==> config.mk <==
export PLATFORM = sky130hd
export DESIGN_NAME = cdb_arbiter
export DESIGN_NICKNAME = d
export VERILOG_FILES = /design/src/rtl/expipe_pkg.sv /design/src/rtl/rr_arbiter.sv /design/src/rtl/cdb_arbiter.sv
export SDC_FILE = /design/constraint.sdc
export NUM_CORES = 1
export LEC_CHECK = 0
export ABC_AREA = 1
export CORE_ASPECT_RATIO = 0.5
export CORE_MARGIN = 10
export CORE_UTILIZATION = 45
export CTS_BUF_LIST = sky130_fd_sc_hd__clkbuf_4
export CTS_CLUSTER_DIAMETER = 100
export DETAILED_ROUTE_END_ITERATION = 7
export PLACE_DENSITY = 0.95
export SYNTH_ARGS = -nofsm -noshare
export SYNTH_HDL_FRONTEND = slang
export SYNTH_SLANG_ARGS = --single-unit
==> constraint.sdc <==
create_clock -name clk_i -period 11.7 [get_ports clk_i]
set_clock_uncertainty 0.2 [all_clocks]
set_input_delay 2.925 -clock clk_i [delete_from_list [all_inputs] [get_ports clk_i]]
set_output_delay 2.925 -clock clk_i [all_outputs]
set_load 0.02 [all_outputs]
==> src/rtl/expipe_pkg.sv <==
// Shared execution-pipeline types: CDB result payload and the execution-unit ordering
// used by both the issue logic and the CDB arbiter.
package expipe_pkg;

  localparam int ROB_IDX_W  = 6;
  localparam int VALUE_W    = 32;
  localparam int EXC_CODE_W = 5;

  // Default number of result-producing execution units.
  localparam int EU_N = 4;

  typedef struct packed {
    logic [ROB_IDX_W-1:0]  rob_idx;
    logic [VALUE_W-1:0]    value;
    logic                  except_raised;
    logic [EXC_CODE_W-1:0] except_code;
  } cdb_data_t;

  // Position in this enum is the requester index on the CDB arbiter.
  typedef enum logic [$clog2(EU_N)-1:0] {
    EU_ALU = 2'd0,
    EU_BRU = 2'd1,
    EU_LSU = 2'd2,
    EU_MDU = 2'd3
  } eu_idx_e;

endpackage

==> src/rtl/rr_arbiter.sv <==
// Round-robin arbiter: priority pointer, rotated priority search and pointer advance.
// Grants at most one requester per cycle while enabled; flush returns priority to index 0.
module rr_arbiter #(
  parameter int N = 4
) (
  input  logic         clk_i,
  input  logic         rst_n_i,
  input  logic         flush_i,
  input  logic [N-1:0] req_i,
  input  logic         en_i,
  output logic [N-1:0] gnt_o
);

  localparam int PTR_LEN = (N > 1) ? $clog2(N) : 1;

  logic [PTR_LEN-1:0] r_ptr;
  logic [PTR_LEN-1:0] w_gnt_idx;
  logic [PTR_LEN-1:0] w_ptr_nxt;
  logic [N-1:0]       w_gnt;
  logic               w_any;
  logic               w_en;

  // Modulo-N add with an explicit wrap so N need not be a power of two.
  function automatic logic [PTR_LEN-1:0] wrap_add(input logic [PTR_LEN-1:0] base, input int off);
    int s;
    s = int'(base) + off;
    if (s >= N) s = s - N;
    return s[PTR_LEN-1:0];
  endfunction

  // Reset is folded in so no grant is visible while rst_n_i is low.
  assign w_en = en_i && rst_n_i && !flush_i;

  always_comb begin
    w_gnt     = '0;
    w_gnt_idx = '0;
    w_any     = 1'b0;
    for (int k = 0; k < N; k++) begin
      if (w_en && !w_any && req_i[wrap_add(r_ptr, k)]) begin
        w_any     = 1'b1;
        w_gnt_idx = wrap_add(r_ptr, k);
      end
    end
    if (w_any) w_gnt[w_gnt_idx] = 1'b1;
  end

  assign w_ptr_nxt = (w_gnt_idx == PTR_LEN'(N - 1)) ? '0 : w_gnt_idx + 1'b1;

  always_ff @(posedge clk_i or negedge rst_n_i) begin
    if (!rst_n_i) begin
      r_ptr <= '0;
    end else if (flush_i) begin
      r_ptr <= '0;
    end else if (w_any) begin
      r_ptr <= w_ptr_nxt;
    end
  end

  assign gnt_o = w_gnt;

  a_gnt_onehot : assert property (@(posedge clk_i) disable iff (!rst_n_i) $onehot0(gnt_o));

endmodule

==> src/rtl/cdb_arbiter.sv <==
// Common data bus arbiter: picks one execution-unit result per cycle (round-robin) and
// registers it into a single-entry stage feeding the ROB write port and RS snoop.
module cdb_arbiter
  import expipe_pkg::cdb_data_t;
#(
  parameter int EU_N = expipe_pkg::EU_N
) (
  input  logic            clk_i,
  input  logic            rst_n_i,
  input  logic            flush_i,
  input  logic [EU_N-1:0] eu_valid_i,
  output logic [EU_N-1:0] eu_ready_o,
  input  cdb_data_t       eu_data_i [EU_N],
  output logic            cdb_valid_o,
  input  logic            cdb_ready_i,
  output cdb_data_t       cdb_data_o
);

  logic            r_valid;
  cdb_data_t       r_data;
  logic            w_slot_free;
  logic [EU_N-1:0] w_gnt;
  cdb_data_t       w_mux;

  // A pop and a new load can share one edge, giving one result per cycle.
  assign w_slot_free = !r_valid || cdb_ready_i;

  rr_arbiter #(
    .N (EU_N)
  ) u_rr (
    .clk_i   (clk_i),
    .rst_n_i (rst_n_i),
    .flush_i (flush_i),
    .req_i   (eu_valid_i),
    .en_i    (w_slot_free),
    .gnt_o   (w_gnt)
  );

  always_comb begin
    w_mux = '0;
    for (int i = 0; i < EU_N; i++) begin
      if (w_gnt[i]) w_mux = eu_data_i[i];
    end
  end

  // Flush discards a held result even when the consumers would have taken it.
  always_ff @(posedge clk_i or negedge rst_n_i) begin
    if (!rst_n_i) begin
      r_valid <= 1'b0;
      r_data  <= '0;
    end else if (flush_i) begin
      r_valid <= 1'b0;
    end else if (|w_gnt) begin
      r_valid <= 1'b1;
      r_data  <= w_mux;
    end else if (r_valid && cdb_ready_i) begin
      r_valid <= 1'b0;
    end
  end

  assign eu_ready_o  = w_gnt;
  assign cdb_valid_o = r_valid;
  assign cdb_data_o  = r_data;

endmodule

Word-level counts from Yosys, hierarchy flattened
Cells that the tools add are included.
{ "totals": {"register_bits": 47, "inputBits": 184, "word_cells": 80, "output_inout_bits": 49} }
{ "op_classes": {"n_reduce_logical": 21, "n_mux": 33, "magnitude_cmp": 10, "bitwise": 1, "add_sub_neg": 8, "eq_ne": 1} }
{ "op_table": {"columns": ["cell", "n"], "rows": [
  ["44-bit 2-to-1 mux", 4],
  ["2-bit 2-to-1 mux", 11],
  ["2-bit by 3-bit less-than comparator with 1-bit output, second input constant", 5],
  ["1-bit 2-to-1 mux", 12],
  ["1-bit logical AND", 11],
  ["3-bit >= comparator, second input constant", 3],
  ["1-bit binary-select mux with 2-bit select", 4],
  ["2-bit by 1-bit subtractor with 2-bit output, second input constant", 4],
  ["2-bit by 2-bit adder with 3-bit output, second input constant", 2],
  ["1-bit zero test", 5],
  ["4-bit 2-to-1 mux", 1],
  ["4-bit OR reduction", 1],
  ["2-bit by 1-bit adder with 3-bit output, second input constant", 1],
  ["2-bit by 3-bit >= comparator with 1-bit output, second input constant", 1],
  ["3-bit nonzero test", 1],
  ["2-bit by 1-bit adder with 2-bit output, second input constant", 1],
  ["1-bit demux with 2-bit select", 1],
  ["2-bit equality test, second input constant", 1],
  ["2-bit by 1-bit >= comparator with 1-bit output, second input constant", 1],
  ["2-bit AND reduction", 1],
  ["2-bit nonzero test", 1],
  ["1-bit logical OR", 1],
  ["1-bit NOT", 1]
]} }

Longest topological paths before layout
Gate-level depths: netlist of run 1.
{ "depth": {"depth_word": 27, "mapped_depth": 25, "ltp_nobuf": 22} }

Modules after synthesis
Synthesis of run 1 repeated with hierarchy kept, for this count alone.
{ "unflattened": {"hier_cells": 676, "hier_area_um2": 3925.0} }
{ "by_module_without_submodules": {"columns": ["mod", "area_per_inst_um2", "seq_area_each_um2", "instances", "cells_per_inst"], "rows": [
  ["cdb_arbiter", 3339.5, 1126.1, 1, 581],
  ["rr_arbiter", 585.6, 50.0, 1, 95]
]} }

Least setup slack after synthesis of run 1
Ideal clock, no wire load.
{ "synth_timing": {"path_kind": "input -> output", "startpoint": "input cdb_ready_i", "endpoint": "output eu_ready_o[1]", "n_path_buf": 3, "path_slack_ns": 3.593, "arrival_ns": 4.982, "stages": 17, "required_time_ns": 8.575, "path_cell_list": "inv_1 -> nand2_1 -> nand3b_1 -> inv_1 -> nand2_1 -> nand2_1 -> nor2_1 -> inv_1 -> o21ai_0 -> nand2_1 -> inv_1 -> ha_1 -> clkbuf_1 -> clkbuf_1 -> clkbuf_1 -> nand2_1 -> inv_1"} }
{ "synth_via": {"elab_chain_len": 22, "elab_cells_between_ends": 27, "classes_between": "order compare (2); mux (11); reduce/logical (14)"} }
{ "synth_lines": {"columns": ["item", "line_no", "source"], "rows": [
  ["start, declared", "cdb_arbiter.sv:15", "input logic cdb_ready_i,"],
  ["1-bit logical OR *", "cdb_arbiter.sv:26", "assign w_slot_free = !r_valid || cdb_ready_i;"],
  ["1-bit logical AND * (2 in series)", "rr_arbiter.sv:32", "assign w_en = en_i && rst_n_i && !flush_i;"],
  ["1-bit logical AND", "rr_arbiter.sv:39", "if (w_en && !w_any && req_i[wrap_add(r_ptr, k)]) begin"],
  ["1-bit 2-to-1 mux", "rr_arbiter.sv:39", null],
  ["1-bit zero test", "rr_arbiter.sv:39", null],
  ["1-bit logical AND (2 in series)", "rr_arbiter.sv:39", null],
  ["1-bit 2-to-1 mux", "rr_arbiter.sv:39", null],
  ["1-bit zero test", "rr_arbiter.sv:39", null],
  ["[... 3 more ...]", null, null],
  ["1-bit zero test", "rr_arbiter.sv:39", null],
  ["1-bit logical AND (2 in series)", "rr_arbiter.sv:39", null],
  ["2-bit 2-to-1 mux", "rr_arbiter.sv:39", null],
  ["2-bit by 3-bit less-than comparator with 1-bit output (implied by the code) or 2-bit by 1-bit >= comparator with 1-bit output (tied branches)", "rr_arbiter.sv:44", "if (w_any) w_gnt[w_gnt_idx] = 1'b1;"],
  ["1-bit logical AND (implied by the code)", "rr_arbiter.sv:44", null],
  ["1-bit 2-to-1 mux (implied by the code)", "rr_arbiter.sv:44", null],
  ["1-bit demux with 2-bit select", null, null],
  ["4-bit 2-to-1 mux *", "rr_arbiter.sv:44", null],
  ["end, declared", "cdb_arbiter.sv:12", "output logic [EU_N-1:0] eu_ready_o,"]
]} }
Mark *: on every way between the ends. The rest lies on a longest branch, timed or not.

Worst setup path after layout of run 1
{ "layout_timing": {"startpoint": "input rst_n_i", "endpoint": "output eu_ready_o[0]"} }
{ "layout_via": {"elab_chain_len": 21, "elab_cells_between_ends": 26, "classes_between": "order compare (2); mux (11); reduce/logical (13)"} }
{ "layout_lines": {"columns": ["item", "line_no", "source"], "rows": [
  ["start, declared", "cdb_arbiter.sv:9", "input logic rst_n_i,"],
  ["1-bit logical AND * (2 in series)", "rr_arbiter.sv:32", null],
  ["1-bit logical AND", "rr_arbiter.sv:39", null],
  ["1-bit 2-to-1 mux", "rr_arbiter.sv:39", null],
  ["1-bit zero test", "rr_arbiter.sv:39", null],
  ["1-bit logical AND (2 in series)", "rr_arbiter.sv:39", null],
  ["1-bit 2-to-1 mux", "rr_arbiter.sv:39", null],
  ["1-bit zero test", "rr_arbiter.sv:39", null],
  ["1-bit logical AND (2 in series)", "rr_arbiter.sv:39", null],
  ["1-bit 2-to-1 mux", "rr_arbiter.sv:39", null],
  ["1-bit zero test", "rr_arbiter.sv:39", null],
  ["1-bit logical AND (2 in series)", "rr_arbiter.sv:39", null],
  ["2-bit 2-to-1 mux", "rr_arbiter.sv:39", null],
  ["2-bit by 3-bit less-than comparator with 1-bit output (implied by the code) or 2-bit by 1-bit >= comparator with 1-bit output (tied branches)", "rr_arbiter.sv:44", null],
  ["1-bit logical AND (implied by the code)", "rr_arbiter.sv:44", null],
  ["1-bit 2-to-1 mux (implied by the code)", "rr_arbiter.sv:44", null],
  ["1-bit demux with 2-bit select", null, null],
  ["4-bit 2-to-1 mux *", "rr_arbiter.sv:44", null]
]} }
Marks and branches as above.

==> results of run 1 <==
metal layers:
metal | track usage | up-vias | part of all wire
li1 | - | 2766 | -
met1 | 0.223 | 2559 | 0.39
met2 | 0.396 | 186 | 0.53
met3 | 0.0464 | 24 | 0.059
met4 | 0.0640 | 0 | 0.024
met5 | 0 | - | 0
cell families after synthesis:
kind of cell	count (synthesis)
compound gates	6
simple gates	581
flops	47
buf+inv	159
fa+ha+maj	4
path summary, 6_finish.rpt:
check	slack, ns	cells past startpoint	to
max in group asynchronous	8.45	2	cdb_data_o[31]
min	0.30	2	cdb_data_o[41]
min reg2reg	0.30	2	cdb_data_o[41]
max	2.41	16	eu_ready_o[0]
min in group asynchronous	2.41	2	cdb_data_o[11]
max reg2reg	8.14	23	cdb_data_o[33]
layout by cell type (no fill, tap or decap), drive strengths merged, types with 2 or more instances in the layout:
cell / instances
inv: 106
ha: 4
clkdlybuf4s50: 231
nand3: 137
dfrtp: 47
buf: 6
nand2: 343
or2: 44
nor2: 55
o21ai: 2
clkbuf: 6
through the flow:
step	power (W)	cells	util	cell area, µm²	hold WS, ns
6_report	0.00138	1123	0.705	6770	0.295
5_1_grt	0.00151	1123	0.705	6770	0.319
4_1_cts	0.00138	1123	0.705	6770	0.298
3_5_place_dp	0.00128	1116	0.698	6700	0.264
3_3_place_gp	0.00125	1116	0.698	6700	0.261
2_1_floorplan	0.000973	797	-	4500	0.386
report_power, final:
group	leakage (nW)	internal, W	total (W)	switching (W)
registers	0.591	0.000241	0.000289	0.0000476
clock network	0.0417	0.0000464	0.000101	0.0000544
logic	3.06	0.000369	0.000986	0.000617
registers in the layout (all words and copies together) (netlist names):
signal	flops
cdb_valid_o	1
cdb_data_o	44
u_rr.r_ptr	2
worst reg2reg max path, delay by kind of cell, from the launching register on:
kind / cells / cell delay (ns)
and+or+nand+nor: 18 / 1.56
buffers and inverters: 4 / 0.86
DFF: 1 / 0.61
adders and majority gates: 1 / 0.22
layout make-up:
type,instances,area [µm²],share of cell area
clock buffers,6,45.0,0.00665
clock inverters,1,30.0,0.00443
inverters,106,400,0.0591
multi-input cells,591,2600,0.384
flip-flops and latches,47,1180,0.174
well taps,135,169,0.0249
repair buffers,237,2350,0.348
==> metrics, run 1 <==
status complete, no violations; fin crit share 0.794; # fillers 825; WL per Instance approximately 14 µm; CTS H-tree depth 2; WP data arrival 6.16 ns; Mean Syn Cell Area about 5.6 µm²; Ant. Diodes 0; HP Start cdb_data_o[41]; Worst Setup SP rst_n_i; maxcap violations 0; f_max 108 MHz; initial core utilization 0.468; maximum fanout along the worst path 48; Synth Area in Compound Gates 0.00835; Resized cells post-CTS 0; Pre-Repair DR Iteration Count 5; Worst setup SP type input port; Clock Tree Root clkbuf_4; Ys Warns 0; final WL 16200 µm; Slew @ Worst Pin 0.948 ns; CTS tree yes; WS Path Type in -> out; die area 14600 µm²; register bit count reported by yosys 47; Slew Limit Fails 0; synthesized netlist cell count about 800; Fin. Hold Viols 0; Final ANT Viol Nets 0; most frequent cell after synthesis nand2_1; Reg clk slew, reported paths about 0.13 ns; Post-synth ARST share 1.00; I/O Pins 233; sequential share of the synthesized area 0.262; Post-Synth XOR/XNOR Area 0; Mapped Nets 985; largest family of logic cells by synthesized area simple AND/OR/NAND/NOR gates; Worst setup EP type output port; relative slew slack 0.368; worst r2r src u_rr.r_ptr[0]; leak pwr between 3 and 4 nW; vias per cell 4.93; critical path, cell by cell buf_2 > buf_4 > nand3b_1 > inv_1 > nand3_1 > inv_1 > nor2_1 > inv_1 > nor2_1 > nand2_1 > inv_1 > nor2_1 > ha_2 > nand2_1 > inv_1 > clkdlybuf4s50_1; Die W 161 µm; Area contributors post-synth nand2_1 (28%), dfrtp_1 (26%), nand3_1 (15%); EDFF count, synth 0; Core Region 9600 µm²; post-synthesis simple-gate area fraction 0.556; PwrDens 203 nW/µm²; Final GP Congestion 0.830; Worst VDD drop 0.209 mV; # rows 25; gr ovfl total 0; nets@finish ~1200; area leader, netlist nand2_1; DP HPWL between 10000 and 15000 µm; CP max stage delay approximately 0.86 ns; CP max stage cell ha_2; Adder-Cell Fraction of Synth Area 0.0111; cell family with most CP delay buffers and inverters; PortBufs ~230; setup violators final 0; Detailed Route Iter0 Violations 340; unrepaired setup endpoints after global routing no; Top FF cell, synth dfrtp_1; GRT Total Usage 0.208; PnR worst setup slack 2.41 ns; DRC Markers 0; clock sinks 47; library cells used by synthesis 24; Die Y 90.7 µm; hold crit path type reg -> reg; first-pass GRT wire length about 26000 µm; Final min period 9.29 ns; top cell type's share of synthesized area 0.282; largest net degree at the start of global routing 90; Worst Path Buf+Inv 8; synthesized area 4500 µm²; antenna violations before repair 0; Setup Buffers After CTS 0; Post-Route Setup TNS 0 ns; clock buffer depth 2; DP Worst Slack 2.34 ns; Most common cell on crit path inv_1; share of post-route cells with drive strength above 1 0.0587; cts bufs inserted 5; post-synthesis mux area share 0; commonest cells in the netlist nand2_1 (338), nand3_1 (137), inv_1 (91); CP required 8.58 ns; area grow syn2layout 50.6%; clk_lat worst skew 0.38 ns; hold buffer count at cts 0; Vias 5535; vias in the first global route 5213
No activity file was read; power rests on OpenSTA's default activity.
==> run 2, diff against run 1 <==
--- a/config.mk
+++ b/config.mk
@@ -8,11 +8,11 @@
 export ABC_AREA = 1
 export CORE_ASPECT_RATIO = 0.5
 export CORE_MARGIN = 10
-export CORE_UTILIZATION = 45
+export CORE_UTILIZATION = 42
 export CTS_BUF_LIST = sky130_fd_sc_hd__clkbuf_4
 export CTS_CLUSTER_DIAMETER = 100
 export DETAILED_ROUTE_END_ITERATION = 7
-export PLACE_DENSITY = 0.95
+export PLACE_DENSITY = 0.92
 export SYNTH_ARGS = -nofsm -noshare
 export SYNTH_HDL_FRONTEND = slang
 export SYNTH_SLANG_ARGS = --single-unit
==> constraint.sdc (replaced) <==
create_clock -name clk_i -period 9.7 [get_ports clk_i]
set_clock_uncertainty 0.2 [all_clocks]
set_input_delay 2.425 -clock clk_i [delete_from_list [all_inputs] [get_ports clk_i]]
set_output_delay 2.425 -clock clk_i [all_outputs]
set_load 0.02 [all_outputs]
==> run 2 against run 1 <==
Effect of this change:
- via count is 2.3% lower
- cell count is 0.71% higher
- die area is 5.9% higher
- critical path type unchanged
==> metrics, run 2 (synthesis results as in run 1) <==
Net Switching 0.000869 W; WS Path Type in -> out; Switching Fraction 0.523; Worst setup EP type output port; fin crit share 0.837; Worst setup SP type input port; Ant. Diodes 0; area of the multi-input gates about 2600 µm²; share of post-route cells with drive strength above 1 0.0595; Internal Power between 0.0007 and 0.0008 W; worst r2r src u_rr.r_ptr[0]; Post-Route Setup TNS 0 ns; unrepaired setup endpoints after global routing no; leak pwr 3.70 nW; status complete, no violations; Worst Path Buf+Inv 9; most common cell after layout, fill and taps aside nand2_1; Setup Buffers After CTS 0; Final ANT Viol Nets 0; CP max stage delay about 0.56 ns; critical path, cell by cell clkdlybuf4s50_1 > inv_1 > nand2_1 > nand3b_1 > inv_1 > nand3_1 > inv_1 > nor2_1 > inv_1 > nor2_1 > nand2_1 > inv_1 > nor2_1 > inv_1 > ha_1 > nand2_4 > inv_1 > clkdlybuf4s50_1; Clock Tree Root clkbuf_4; Slew @ Worst Pin 0.872 ns; Gate power share 0.719; maximum fanout along the worst path just under 90; die area 15500 µm²; commonest cells after routing, fill and taps aside nand2_1 (338), clkdlybuf4s50_1 (231), nand3_1 (137); R2R Setup Slk 6.17 ns; Worst Setup SP cdb_ready_i; hold buffer count at cts 0; Final GP Congestion 0.819; cts bufs inserted 5; Fin. Hold Viols 0; antenna violations before repair 0; HP Start cdb_data_o[3]; Most common cell on crit path inv_1; hold crit path type reg -> reg; first-pass GRT wire length 25400 µm; # fillers 923; final WL 16100 µm; Final min period 8.12 ns; CTS H-tree depth 2; largest net degree at the start of global routing 90; relative slew slack 0.419; Pre-Repair DR Iteration Count 4; CTS tree yes; gr ovfl total 0; Inst Count DP 1123; Die Y 93.2 µm; Worst VDD drop 0.235 mV; initial core utilization 0.436; setup violators final 0; area grow syn2layout 51.1%; clock buffer depth 2; max reg flops between 40 and 50; fin cells ~1100; I/O Pins 233; WL per Instance 14.3 µm; maxcap violations 0; Resized cells post-CTS 0; sequential share of power 0.208; Die W 166 µm; CP max stage cell nand2_4; vias per cell 4.78; CP required 7.08 ns; clock sinks 47; Slew Limit Fails 0; vias in the first global route 5066; Sequential Area 1180 µm²; Core Region 10300 µm²; nets@finish 1178; DP HPWL ~12000 µm; PwrDens 245 nW/µm²; cell family with most CP delay buffers and inverters; DRC Markers 0; clock share of power 0.073; WP data arrival ~5.5 ns; clk_lat worst skew 0.37 ns; PortBufs 232; # rows 26; GRT Total Usage 0.195; Detailed Route Iter0 Violations 293; Vias between 5000 and 6000; Reg clk slew, reported paths 0.14 ns; f_max between 100 and 150 MHz
## run 2: changes by cell type in the layout (fill, tap and decap cells not counted)
cell      before  now
buf_4          5    7
clkbuf_4       6    5
clkinv_1       0    1
clkinv_2       0    1
nand2_1      337  338
nand2_2        5    4
## run 2: stage by stage
step / hold WS [ns] / setup slack (ns) / total power, W / util / cell area (µm²)
finish: 0.297 / 1.58 / 0.00166 / 0.659 / 6790
global placement: 0.262 / 1.71 / 0.00151 / 0.651 / 6720
global route: 0.329 / 1.24 / 0.00183 / 0.659 / 6790
detailed placement: 0.266 / 1.57 / 0.00155 / 0.651 / 6720
floorplan: 0.386 / 2.59 / 0.00117 / - / 4500
CTS: 0.301 / 1.56 / 0.00168 / 0.659 / 6790
## run 2: area by class of cell
type / count / share of cell area
multi-input cells: 591 / 0.382
repair buffers: 239 / 0.349
flip-flops and latches: 47 / 0.173
inverters: 106 / 0.0589
well taps: 140 / 0.0258
clock inverters: 3 / 0.00571
clock buffers: 5 / 0.00552
## run 2: power by group through the flow
stage	clock (W)	combinational (W)	sequential, W
final	0.000121	0.00119	0.000346
after global routing	0.000135	0.00133	0.000357
after CTS	0.000128	0.00120	0.000347
after detailed placement	0	0.00120	0.000349
after floorplan	0	0.000729	0.000446
after global placement	0	0.00117	0.000345
## run 2: path summary, 6_finish.rpt
path                                       end  depth (start not counted)
worst max-delay path             eu_ready_o[3]                         18
worst min-delay path             cdb_data_o[3]                          2
worst max register to register  cdb_data_o[10]                         23
worst min register to register   cdb_data_o[3]                          2
max in group asynchronous       cdb_data_o[30]                          2
min in group asynchronous       cdb_data_o[11]                          2
## run 2: tightest hold or removal path, cell delays in order (launching register included)
cell and delay, ns:
dfrtp_1 0.37, nand2_1 0.05, nand2_1 0.06
## run 2: metal layers
metal,share of wire,GRT usage,up-vias
met5,0,0,-
met1,0.38,0.208,2446
met4,0.027,0.0661,0
met2,0.53,0.375,159
met3,0.059,0.0459,29
li1,-,-,2776
